### config.mk
export PLATFORM = sky130hd
export DESIGN_NAME = tablet_feeder
export DESIGN_NICKNAME = d
export VERILOG_FILES = /design/src/rtl/tablet_pkg.sv /design/src/rtl/strobe_timer.sv /design/src/rtl/tablet_feeder.sv
export SDC_FILE = /design/constraint.sdc
export NUM_CORES = 1
export LEC_CHECK = 0
export CAP_MARGIN = 20
export CORE_ASPECT_RATIO = 0.9
export CORE_MARGIN = 2
export CORE_UTILIZATION = 55
export CTS_BUF_LIST = sky130_fd_sc_hd__clkbuf_4 sky130_fd_sc_hd__clkbuf_8
export DETAILED_ROUTE_END_ITERATION = 16
export PLACE_DENSITY = 0.81
export SLEW_MARGIN = 0
export SYNTH_ARGS = -nofsm -noshare
export SYNTH_HDL_FRONTEND = slang
export SYNTH_SLANG_ARGS = --single-unit
### constraint.sdc
create_clock -name clk -period 3.62 [get_ports clk]
set_clock_uncertainty 0.15 [all_clocks]
set_input_delay 0.543 -clock clk [delete_from_list [all_inputs] [get_ports clk]]
set_output_delay 0.543 -clock clk [all_outputs]
set_load 0.005 [all_outputs]
### src/rtl/tablet_pkg.sv
// -----------------------------------------------------------------------------
// tablet_pkg
// Shared definitions for the tablet-bottling drive side and its neighbours
// (setter / compare logic). The tablets-per-bottle limit lives here only.
//   CNT_W        : width of tablet and bottle counts / settings
//   MAX_TAB      : largest legal tablets-per-bottle setting
//   feed_state_t : sequencer states of tablet_feeder
// -----------------------------------------------------------------------------
package tablet_pkg;

    localparam int CNT_W   = 7;
    localparam int MAX_TAB = 50;

    typedef enum logic [2:0] {
        ST_IDLE,
        ST_WAIT_BOT,
        ST_DROP,
        ST_GAP,
        ST_ADVANCE,
        ST_DONE,
        ST_ERR
    } feed_state_t;

endpackage

### src/rtl/strobe_timer.sv
// -----------------------------------------------------------------------------
// strobe_timer
// Loadable down-counter used to time strobe high and low phases. Loading N-1
// makes o_last rise after N cycles in the phase; once at zero the counter
// holds there, so a phase may be extended with o_last staying high.
// Ports:
//   clk        : system clock
//   reset_n    : asynchronous active-low reset
//   i_load     : load i_load_val (phase entry)
//   i_load_val : phase length minus one
//   o_last     : current cycle is the last (or a held-over) cycle of the phase
// -----------------------------------------------------------------------------
module strobe_timer #(
    parameter int W = 3
) (
    input  logic         clk,
    input  logic         reset_n,
    input  logic         i_load,
    input  logic [W-1:0] i_load_val,
    output logic         o_last
);

    logic [W-1:0] r_cnt;

    always_ff @(posedge clk or negedge reset_n) begin
        if (!reset_n) begin
            r_cnt <= '0;
        end else if (i_load) begin
            r_cnt <= i_load_val;
        end else if (r_cnt != '0) begin
            r_cnt <= r_cnt - 1'b1;
        end
    end

    assign o_last = (r_cnt == '0);

endmodule

### src/rtl/tablet_feeder.sv
// -----------------------------------------------------------------------------
// tablet_feeder
// Drive side of the tablet-bottling pulse interface. Runs one bottle at a
// time: wait for a bottle, drop set_tab tablets, advance the conveyor, repeat
// until set_bot bottles are filled. All outputs are registered.
// Ports:
//   clk, reset_n      : clock, asynchronous active-low reset
//   start             : run enable level; rising edge starts, low aborts
//   pause             : freeze request, honoured in WAIT_BOT and after a gap
//   set_tab, set_bot  : tablets per bottle / bottles per run, sampled on start
//   bot_ready         : bottle-in-place sensor
//   drop, advance     : tablet strobe / conveyor advance strobe
//   tab_cnt, bot_cnt  : tablets in current bottle / bottles completed
//   busy, done, err   : run in progress / run complete / fault
// -----------------------------------------------------------------------------
module tablet_feeder
    import tablet_pkg::*;
#(
    parameter int PULSE_W = 2,
    parameter int GAP_W   = 4,
    parameter int ADV_W   = 8,
    parameter int MAX_TAB = tablet_pkg::MAX_TAB
) (
    input  logic             clk,
    input  logic             reset_n,
    input  logic             start,
    input  logic             pause,
    input  logic [CNT_W-1:0] set_tab,
    input  logic [CNT_W-1:0] set_bot,
    input  logic             bot_ready,
    output logic             drop,
    output logic             advance,
    output logic [CNT_W-1:0] tab_cnt,
    output logic [CNT_W-1:0] bot_cnt,
    output logic             busy,
    output logic             done,
    output logic             err
);

    localparam int MAX_W = (PULSE_W > GAP_W) ? ((PULSE_W > ADV_W) ? PULSE_W : ADV_W)
                                             : ((GAP_W > ADV_W) ? GAP_W : ADV_W);
    localparam int TMR_W = (MAX_W > 1) ? $clog2(MAX_W) : 1;

    feed_state_t      r_state;
    feed_state_t      w_state_next;
    logic             r_start_prev;
    logic [CNT_W-1:0] r_set_tab;
    logic [CNT_W-1:0] r_set_bot;
    logic [CNT_W-1:0] r_tab_cnt;
    logic [CNT_W-1:0] r_bot_cnt;
    logic             r_drop;
    logic             r_advance;
    logic             r_busy;
    logic             r_done;
    logic             r_err;

    logic             w_run_start;
    logic             w_tab_inc;
    logic             w_bottle_done;
    logic             w_bad_set;
    logic [CNT_W-1:0] w_bot_cnt_inc;
    logic             w_tmr_load;
    logic [TMR_W-1:0] w_tmr_val;
    logic             w_tmr_last;

    assign w_bad_set     = (set_tab == '0) || (set_tab > CNT_W'(MAX_TAB)) || (set_bot == '0);
    assign w_bot_cnt_inc = r_bot_cnt + 1'b1;

    // One timer serves every timed phase: it is reloaded on each state change.
    strobe_timer #(
        .W (TMR_W)
    ) u_timer (
        .clk        (clk),
        .reset_n    (reset_n),
        .i_load     (w_tmr_load),
        .i_load_val (w_tmr_val),
        .o_last     (w_tmr_last)
    );

    // Next-state logic. Abort beats a missing bottle, which beats pause.
    always_comb begin
        w_state_next  = r_state;
        w_run_start   = 1'b0;
        w_tab_inc     = 1'b0;
        w_bottle_done = 1'b0;
        if (r_state != ST_IDLE && !start) begin
            w_state_next = ST_IDLE;
        end else begin
            case (r_state)
                ST_IDLE: begin
                    if (start && !r_start_prev) begin
                        w_run_start  = 1'b1;
                        w_state_next = w_bad_set ? ST_ERR : ST_WAIT_BOT;
                    end
                end
                ST_WAIT_BOT: begin
                    if (bot_ready && !pause) begin
                        w_state_next = ST_DROP;
                    end
                end
                ST_DROP: begin
                    if (!bot_ready) begin
                        w_state_next = ST_ERR;
                    end else if (w_tmr_last) begin
                        w_tab_inc    = 1'b1;
                        w_state_next = ST_GAP;
                    end
                end
                ST_GAP: begin
                    // Timer saturates at zero, so a paused gap keeps w_tmr_last high.
                    if (!bot_ready) begin
                        w_state_next = ST_ERR;
                    end else if (w_tmr_last) begin
                        if (r_tab_cnt == r_set_tab) begin
                            w_state_next = ST_ADVANCE;
                        end else if (!pause) begin
                            w_state_next = ST_DROP;
                        end
                    end
                end
                ST_ADVANCE: begin
                    if (w_tmr_last) begin
                        w_bottle_done = 1'b1;
                        w_state_next  = (w_bot_cnt_inc == r_set_bot) ? ST_DONE : ST_WAIT_BOT;
                    end
                end
                ST_DONE: w_state_next = ST_DONE;
                ST_ERR:  w_state_next = ST_ERR;
                default: w_state_next = ST_IDLE;
            endcase
        end
    end

    // Timer reload value for the phase being entered.
    always_comb begin
        w_tmr_load = (w_state_next != r_state);
        w_tmr_val  = '0;
        case (w_state_next)
            ST_DROP:    w_tmr_val = TMR_W'(PULSE_W - 1);
            ST_GAP:     w_tmr_val = TMR_W'(GAP_W - 1);
            ST_ADVANCE: w_tmr_val = TMR_W'(ADV_W - 1);
            default:    w_tmr_val = '0;
        endcase
    end

    always_ff @(posedge clk or negedge reset_n) begin
        if (!reset_n) begin
            r_state <= ST_IDLE;
        end else begin
            r_state <= w_state_next;
        end
    end

    // r_start_prev resets high so a start level held through reset is not
    // mistaken for a rising edge once reset releases.
    always_ff @(posedge clk or negedge reset_n) begin
        if (!reset_n) begin
            r_start_prev <= 1'b1;
        end else begin
            r_start_prev <= start;
        end
    end

    always_ff @(posedge clk or negedge reset_n) begin
        if (!reset_n) begin
            r_set_tab <= '0;
            r_set_bot <= '0;
            r_tab_cnt <= '0;
            r_bot_cnt <= '0;
        end else if (w_run_start) begin
            r_set_tab <= set_tab;
            r_set_bot <= set_bot;
            r_tab_cnt <= '0;
            r_bot_cnt <= '0;
        end else if (w_tab_inc) begin
            r_tab_cnt <= r_tab_cnt + 1'b1;
        end else if (w_bottle_done) begin
            r_tab_cnt <= '0;
            r_bot_cnt <= w_bot_cnt_inc;
        end
    end

    // Outputs are decoded from the next state so they line up with r_state.
    always_ff @(posedge clk or negedge reset_n) begin
        if (!reset_n) begin
            r_drop    <= 1'b0;
            r_advance <= 1'b0;
            r_busy    <= 1'b0;
            r_done    <= 1'b0;
            r_err     <= 1'b0;
        end else begin
            r_drop    <= (w_state_next == ST_DROP);
            r_advance <= (w_state_next == ST_ADVANCE);
            r_busy    <= (w_state_next == ST_WAIT_BOT) || (w_state_next == ST_DROP) ||
                         (w_state_next == ST_GAP)      || (w_state_next == ST_ADVANCE);
            r_done    <= (w_state_next == ST_DONE);
            r_err     <= (w_state_next == ST_ERR);
        end
    end

    assign drop    = r_drop;
    assign advance = r_advance;
    assign tab_cnt = r_tab_cnt;
    assign bot_cnt = r_bot_cnt;
    assign busy    = r_busy;
    assign done    = r_done;
    assign err     = r_err;

endmodule

==> out/qor.csv <==
metric,value,unit
syn_area,2290,µm²
post_cts_resized,0,
ys_seq_area_frac,0.4377,
max_freq,325.5,MHz
dieWidth,72.01,µm
antenna_found_initial,0,
endpoint_kind,register,
routed_wl,4.878,mm
critPathKind,in2reg,
layout.nets,294,
cts_max_path_buffers,2,
fill_cells,340,
slew_headroom,0.4299,
vias,1913,
cts_sinks,40,
clock_latency,0.29,ns
syn_inst,233,
tightestPinTransition,0.8551,ns
rows,22,
cts_buffers,5,
yosysWarnings,0,
ys_top_cells_by_area,"dfrtp_1, mux2_2, o21ai_0",
ant_nets,0,
final_layout_size_suffix_gt1_frac,0.1328,
drc,0,
peakVddDrop,0.4087,mV
avgSynthCellArea,9.827,µm²
arrival,3.11,ns
cts-htree-levels,2,
grt_start_max_net_pins,41,
cts_tree,yes,
period_minus_slack,3.072,ns
maxSlewViolCount,0,
yosysUniqueCellTypes,51,
grtUsageTotal,0.2311,
synth_ff_type,dfrtp_1,
port_buffers,37,
place_hpwl,3.578,mm
finalHoldViolCount,0,
cts_hold_buf,0,
p_per_area,714.5,nW/µm²
synth_top_area_frac,0.4262,
boundaryPins,38,
ys_ff_latch,40,
dr.pass1.iters,4,
cts_root_buffer,clkbuf_8,
via_per_inst,5.997,
ys_async_sr_fraction,1.000,
setup.worst_path.start_class,input port,
leakage,1.204,nW
synth-edff-count,0,
die_h,65.21,µm
yosysTopAreaCell,dfrtp_1,
routedWlPerCell,15.29,µm
path_clk_slew,0.08,ns
min_path_type,in2async,
post-route-period-util,0.8486,
drtIter0Drc,128,
status,"complete, no violations",
start_util,0.5659,
fin_setup_tns,0,ns
die_area,4696,µm²
gr-total-overflow,0,
area.growth.synth_to_final,23.44,%
setup_violations,0,
worstPathMaxFanout,5,
final_util,0.6985,
syn_nets,256,
multiInputGateArea,1217,µm²
crit_required,3.65,ns
coreArea,4046,µm²
grt_pass1_wl,8.431,mm
drv_cap,0,
post-cts-setup-buffers,0,
n_antenna_cell,0,
first_global_vias,1834,
ff_latch_area,1002,µm²
rsz0062_at_grt,false,
place.gp.congestion,0.8565,
worst paths after layout:
kind / from / end / slack, ns / cells past startpoint
max in group asynchronous: reset_n / u_timer.r_cnt[1] / 2.59 / 1
min: reset_n / bot_cnt[0] / 0.20 / 1
max reg2reg: u_timer.r_cnt[0] / u_timer.r_cnt[2] / 0.71 / 11
min reg2reg: r_set_tab[3] / r_set_tab[3] / 0.36 / 1
min in group clk: r_set_tab[3] / r_set_tab[3] / 0.36 / 1
max: set_tab[1] / u_timer.r_cnt[2] / 0.55 / 9
power by group:
part           switching, mW  internal [mW]  total, mW
Clock                  0.154          0.271      0.425
Sequential             0.149          0.594      0.743
Combinational          0.410          0.442      0.852
Total                  0.712           1.31       2.02
logic make-up after synthesis:
| family | after synthesis | synth area share |
|---|---|---|
| AO/OA/AOI/OAI | 55 | 0.1661 |
| XOR/XNOR | 16 | 0.06120 |
| adder cells (fa/ha/maj) | 4 | 0.02186 |
| buffers and inverters | 16 | 0.03060 |
| flip-flops | 40 | 0.4377 |
| multiplexers | 20 | 0.09727 |
| AND/OR/NAND/NOR | 82 | 0.1853 |
cells in the final DEF (no fill, tap or decap), drive strengths merged, types with 2 or more instances in the layout:
master and instances:
mux2i 5, buf 5, nand2 13, and3 6
clkdlybuf4s50 36, nor3 3, nand4 3, nand3 11
a21oi 3, a31oi 2, o21ai 26, nand2b 6
clkbuf 5, nor4 4, dfrtp 39, a2111oi 2
inv 6, xnor2 6, bufinv 2, xor2 10
o21a 3, nor2b 7, nor2 23, a211oi 2
ha 4, o41ai 2, mux2 15, o31ai 4
worst max-delay path, cell delays in order:
cell             delay [ns]
clkdlybuf4s50_1        0.44
a211o_1                0.30
a32o_2                 0.28
nor4_1                 0.40
a211oi_2               0.14
o21ai_0                0.16
o21ai_0                0.10
a2111o_1               0.43
mux2_4                 0.31
metrics by stage:
stage	hold WS, ns	setup slack [ns]	cell area [µm²]	total power [mW]	std cells
global route	0.2922	0.3680	2826	2.165	319
floorplan	0.09741	0.7714	2290	1.355	233
finish	0.2047	0.5480	2826	2.020	319
global placement	0.3490	0.2949	2698	1.568	312
CTS	0.2448	0.5466	2826	2.024	319
detailed placement	0.3538	0.2326	2698	1.600	312
state kept, by name (all words and copies together), names as in the netlist, 3 cells and up:
name           flops
tab_cnt            7
r_state            3
u_timer.r_cnt      3
r_set_tab          7
r_set_bot          7
bot_cnt            7
cells in the mapped netlist, types with 2 or more instances:
library cell  count
a21oi_1           3
a31oi_1           2
and3_1            6
buf_2             2
clkbuf_1          7
dfrtp_1          39
ha_1              4
inv_1             6
mux2_2           14
mux2i_1           5
nand2_1          13
nand2b_1          6
nand3_1          11
nand4_1           3
nor2_1           23
nor2b_1           7
nor3_1            3
nor4_1            2
nor4_2            2
o21a_1            3
o21ai_0          25
o31ai_1           3
o41ai_1           2
xnor2_1           6
xor2_1           10
routing by layer:
metal	wire length [µm]	global-route usage	share of wire
met3	235	0.04601	0.048
met5	0	0	0
met1	2203	0.3008	0.45
met4	63	0.07311	0.013
met2	2374	0.3889	0.49
layout make-up:
class | instances | share of cell area
inverter | 6 | 0.007968
tap | 48 | 0.02125
multi-input combinational | 177 | 0.4307
timing repair buffer | 41 | 0.1399
clock inverter | 2 | 0.02125
clock buffer | 5 | 0.02435
sequential | 40 | 0.3546
Note: power is estimated with default switching activity, not from simulation.
